==> config.mk <==
export PLATFORM = sky130hd
export DESIGN_NAME = optoml_width_downsizer_flat
export DESIGN_NICKNAME = d
export VERILOG_FILES = /design/src/rtl/optoml_stream_pkg.sv /design/src/rtl/optoml_width_downsizer_if.sv /design/src/rtl/optoml_width_downsizer.sv /design/src/flat_wrapper.sv
export SDC_FILE = /design/constraint.sdc
export NUM_CORES = 1
export LEC_CHECK = 0
export ABC_AREA = 0
export CAP_MARGIN = 20
export CORE_ASPECT_RATIO = 0.9
export CORE_MARGIN = 4
export CORE_UTILIZATION = 52
export DETAILED_ROUTE_END_ITERATION = 7
export PLACE_DENSITY = 0.84
export SLEW_MARGIN = 0
export SYNTH_ARGS = -nofsm -noshare
export SYNTH_HDL_FRONTEND = slang
export SYNTH_SLANG_ARGS = --single-unit
==> constraint.sdc <==
create_clock -name clock -period 4.55 [get_ports clock]
set_clock_uncertainty 0.05 [all_clocks]
set_input_delay 0.6825 -clock clock [delete_from_list [all_inputs] [get_ports clock]]
set_output_delay 0.6825 -clock clock [all_outputs]
set_load 0.03 [all_outputs]
==> src/rtl/optoml_stream_pkg.sv <==
// Shared stream defaults and width helpers for the optoml stream blocks.
package optoml_stream_pkg;

   localparam int DEFAULT_DATA_WIDTH  = 32;
   localparam int DEFAULT_SLICE_WIDTH = 8;

   // Returns 0 for an unusable pairing so callers can reject it with one test.
   function automatic int ratio_f(input int in_w, input int out_w);
      if (out_w <= 0 || in_w <= 0 || (in_w % out_w) != 0)
         return 0;
      return in_w / out_w;
   endfunction

endpackage

==> src/rtl/optoml_width_downsizer_if.sv <==
// Valid/ready bundle for the width downsizer: wide word in, narrow slices out.
interface optoml_width_downsizer_if
   import optoml_stream_pkg::*;
#(
   parameter int IN_WIDTH  = DEFAULT_DATA_WIDTH,
   parameter int OUT_WIDTH = DEFAULT_SLICE_WIDTH
);

   logic                 in_valid;
   logic [IN_WIDTH-1:0]  in_data;
   logic                 in_ready;
   logic                 out_valid;
   logic [OUT_WIDTH-1:0] out_data;
   logic                 out_last;
   logic                 out_ready;

   // master = the surrounding environment, slave = the downsizer itself
   modport master (
      output in_valid, in_data, out_ready,
      input  in_ready, out_valid, out_data, out_last
   );

   modport slave (
      input  in_valid, in_data, out_ready,
      output in_ready, out_valid, out_data, out_last
   );

endinterface

==> src/rtl/optoml_width_downsizer.sv <==
// Splits each IN_WIDTH word into RATIO slices, LSB slice first, marking the
// final slice with out_last; a new word can load on the last-slice handshake.
module optoml_width_downsizer
   import optoml_stream_pkg::*;
#(
   parameter int IN_WIDTH  = DEFAULT_DATA_WIDTH,
   parameter int OUT_WIDTH = DEFAULT_SLICE_WIDTH
) (
   input  logic                     clock,
   input  logic                     reset,
   optoml_width_downsizer_if.slave  bus
);

   localparam int RATIO = ratio_f(IN_WIDTH, OUT_WIDTH);
   localparam int IDX_W = (RATIO < 2) ? 1 : $clog2(RATIO);

   if (RATIO < 2) begin : g_bad_ratio
      $error("optoml_width_downsizer: IN_WIDTH must be a multiple of OUT_WIDTH with ratio >= 2");
   end

   logic                busy;
   logic [IDX_W-1:0]    idx;
   logic [IN_WIDTH-1:0] shreg;

   logic is_last;
   logic slice_fire;
   logic accept;

   assign is_last    = busy && (idx == IDX_W'(RATIO - 1));
   assign slice_fire = busy && bus.out_ready;

   // out_ready -> in_ready is the only combinational path through the block.
   assign bus.in_ready  = !reset && (!busy || (bus.out_ready && is_last));
   assign accept        = bus.in_valid && bus.in_ready;

   assign bus.out_valid = busy;
   assign bus.out_data  = shreg[OUT_WIDTH-1:0];
   assign bus.out_last  = is_last;

   // NOTE: state registers use non-blocking assignments so every flop samples
   // pre-edge values; blocking here would chain updates within one edge.
   always_ff @(posedge clock) begin
      if (reset) begin
         busy  <= 1'b0;
         idx   <= '0;
         shreg <= '0;
      end else if (accept) begin
         // Covers both an idle load and the no-bubble reload on the last slice.
         busy  <= 1'b1;
         idx   <= '0;
         shreg <= bus.in_data;
      end else if (slice_fire) begin
         if (is_last) begin
            busy <= 1'b0;
            idx  <= '0;
         end else begin
            idx   <= idx + 1'b1;
            shreg <= shreg >> OUT_WIDTH;
         end
      end
   end

endmodule

==> src/flat_wrapper.sv <==
// flat-port wrapper written by rule: the top's interface ports become plain ports
module optoml_width_downsizer_flat import optoml_stream_pkg::*;
#(
   parameter int IN_WIDTH  = DEFAULT_DATA_WIDTH,
   parameter int OUT_WIDTH = DEFAULT_SLICE_WIDTH
)
  (clock, reset, bus_in_valid, bus_in_data, bus_out_ready, bus_in_ready, bus_out_valid, bus_out_data, bus_out_last);
  optoml_width_downsizer_if #(.IN_WIDTH(IN_WIDTH), .OUT_WIDTH(OUT_WIDTH)) bus_i ();
  input  logic clock;
  input  logic reset;
  input wire logic [$bits(bus_i.in_valid)-1:0] bus_in_valid;
  input wire logic [$bits(bus_i.in_data)-1:0] bus_in_data;
  input wire logic [$bits(bus_i.out_ready)-1:0] bus_out_ready;
  output wire logic [$bits(bus_i.in_ready)-1:0] bus_in_ready;
  output wire logic [$bits(bus_i.out_valid)-1:0] bus_out_valid;
  output wire logic [$bits(bus_i.out_data)-1:0] bus_out_data;
  output wire logic [$bits(bus_i.out_last)-1:0] bus_out_last;
  assign bus_i.in_valid = bus_in_valid;
  assign bus_i.in_data = bus_in_data;
  assign bus_i.out_ready = bus_out_ready;
  assign bus_in_ready = bus_i.in_ready;
  assign bus_out_valid = bus_i.out_valid;
  assign bus_out_data = bus_i.out_data;
  assign bus_out_last = bus_i.out_last;
  optoml_width_downsizer #(.IN_WIDTH(IN_WIDTH), .OUT_WIDTH(OUT_WIDTH)) u_core (.clock(clock), .reset(reset), .bus(bus_i));
endmodule
==> results.yml <==
outcome:
  status: "completed"
critical_path:
  r2r_end: "u_core.shreg[3]"
  crit_path_end_kind: "primary output"
  crit_required_ns: 3.82
  crit_path_start_kind: "primary input"
  rr_startpoint: "u_core.idx[0]"
  reg2regPathDepth: 4
  critPathKind: "in -> out"
  r2r_slack_ns: 2.53
  crit_path_max_fanout: 34
  crit_arrival_ns: 2.46
floorplanning:
  row_count: 20
  core_region_area_mm2: 0.00340
  io_pins: 47
  die_x_um: 70.9
  die_area_mm2: 0.00458
  start_util: 0.543
  fp.dieH_um: 64.6
sta:
  min_period_ns: 3.19
  fin_hold_ws_ns: 0.433
  relSlewSlack: 0.450
  setup_viol: 0
  fin_crit_sh: 0.702
  finalWorstSetupSlack_ns: 1.36
  rsz0062_at_grt: "false"
  timing.fmax_ghz: 0.313
  max_slew.worst_pin.slew_ns: 0.826
  drv_slew: 0
  hold_violations: 0
  setup_tns_ns: 0
final_layout:
  layout-drive-gt1-share: 0.154
  final_nets: 270
  diodes: 0
  syn_to_final_growth_pct: 23.2
  post-route-util: 0.669
  fillCellCount: 304
pwr:
  peakVddDrop_mv: 0.192
  pwr_density_cell_mw_per_mm2: 301
  p_leak_nw: 0.729
synth:
  synth-seq-area-share: 0.379
  synthAdderAreaFrac: 0.00677
  synth_area_per_cell_um2: 9.02
  synthXorXnorAreaFrac: 0
  synth_compound_area_frac: 0.268
  yosys.area_share.simple: 0.234
  ys_top_cells_by_area: "dfxtp_1, a311oi_2, nand2_1"
  ys_ff_latch: 35
  muxShareOfSynthArea: 0
  synth_top_family_by_area: "compound AO/OA/AOI/OAI gates"
  yosys.area.top_type: "dfxtp_1"
  netlist-cell-type-count: 26
  postSynthCellCount: 205
  syn_area_mm2: 0.00185
  ys.warnings.count: 0
  synth_top_area_frac: 0.379
  syn_nets: 242
global_route:
  grt_antenna_before_repair: 0
  grt-ovfl-total: 0
  grt_pass1_wl_um: 6470
  grt_use_total: 0.176
  grt_max_degree: 39
  grt_pass1_vias: 1394
place:
  finalWeightedCongestion: 0.744
  place_worst_setup_slack_ns: 1.37
  hpwl_um: 2620
  portBuffers: 46
cts:
  postCtsHoldBufs: 0
  cts_sinks: 35
  root_buffer: "clkbuf_8"
  cts_buffer_depth: 2
  cts-resized-gates: 0
  cts_tree: "built"
  cts_buffers: 5
  clkLatencyLatePin_ns: 0.29
  clk_pin_slew_worst_paths_ns: 0.06
  cts_htree_levels: 2
  post_cts_buffers: 0
detailed_routing:
  drt-initial-drc-count: 149
  avgViaCountPerCell: 5.72
  wire_per_inst_um: 14.4
  drcViolationCount: 0
  drt_pass1_iterations: 4
  vias: 1591
  wirelength_um: 4000
  ant_nets: 0
min_path:
  worstHoldEndpoint: "u_core.idx[1]"
  holdCritPathClass: "reg -> reg"
  min_from: "u_core.idx[1]"
  hold_depth: 2
run:
  drv_cap: 0
[worst max-delay path, stage by stage]
cell             delay, ns
clkdlybuf4s50_1       0.64
a21boi_4              0.08
buf_4                 0.25
nor2_1                0.12
clkdlybuf4s50_1       0.68
[per-stage QoR]
| step | cell area (um^2) | instances | total power [mW] |
|---|---|---|---|
| after global placement | 2170 | 268 | 0.472 |
| after floorplan | 1850 | 205 | 0.434 |
| final | 2280 | 278 | 0.685 |
| after CTS | 2260 | 277 | 0.688 |
| after global routing | 2280 | 278 | 0.714 |
| after detailed placement | 2180 | 269 | 0.474 |
[state kept, by name (all words and copies together) (netlist names)]
signal	cells
u_core.shreg	32
u_core.idx	2
u_core.bus.out_valid	1
[worst max path at each step]
stage / startpoint / to / slack (ns) / depth (start not counted)
global placement: bus_out_ready / bus_in_ready / 1.38 / 5
detailed placement: bus_out_ready / bus_in_ready / 1.37 / 5
finish: bus_out_ready / bus_in_ready / 1.36 / 5
floorplan: bus_out_ready / bus_in_ready / 2.35 / 4
CTS: bus_out_ready / bus_in_ready / 1.36 / 5
global route: bus_out_ready / bus_in_ready / 1.29 / 5
[cell type report]
class | count | area (um^2) | area share
Clock inverter | 1 | 5.00 | 0.00220
Clock buffer | 7 | 76.3 | 0.0335
Timing Repair Buffer | 50 | 500 | 0.220
Sequential cell | 35 | 701 | 0.308
Multi-Input combinational cell | 141 | 941 | 0.413
Tap cell | 44 | 55.1 | 0.0242
[cells in the mapped netlist]
cell type and number:
a21bo_1 1, a21boi_4 1, a21oi_1 9, a221oi_1 1, a311oi_1 2, a311oi_2 22, and2_1 1, and3b_1 1
buf_2 7, buf_4 14, buf_6 5, clkbuf_1 3, dfxtp_1 35, ha_1 1, nand2_1 50, nand2_4 1
nand2b_1 1, nand3_1 9, nand3b_1 1, nor2_1 3, nor2b_1 2, nor3_1 24, nor3b_1 1, o211ai_1 8
o21ai_0 1, or3b_2 1
[cells in the final DEF, fill, tap and decap left out, drive strengths merged]
cell type	n
or3b	1
clkinv	1
nand3b	1
a21boi	1
clkdlybuf4s50	45
o211ai	8
ha	1
nand3	9
a221oi	1
nor3b	1
a21bo	1
buf	5
clkbuf	7
and2	1
o21ai	1
nand2b	1
a311oi	24
nand2	51
nor2b	2
dfxtp	35
and3b	1
a21oi	9
nor3	24
nor2	3
[power breakdown]
part           total [mW]  switching [mW]  internal (mW)
Sequential          0.336          0.0110          0.325
Clock               0.216           0.108          0.107
Combinational       0.134          0.0691         0.0647
Total               0.685           0.188          0.497
[routing by layer]
layer / share of wire / GRT usage
met5: 0 / 0
met4: 0.019 / 0.0775
met3: 0.063 / 0.0543
met2: 0.44 / 0.253
met1: 0.48 / 0.239
[kinds of logic (layout without fill, tap and decap cells)]
family	after synthesis	in the layout
adder cells (fa/ha/maj)	1	1
flip-flops	35	35
AO/OA/AOI/OAI	45	45
AND/OR/NAND/NOR	95	95
buffers and inverters	29	58
No activity file was read; power rests on OpenSTA's default activity.
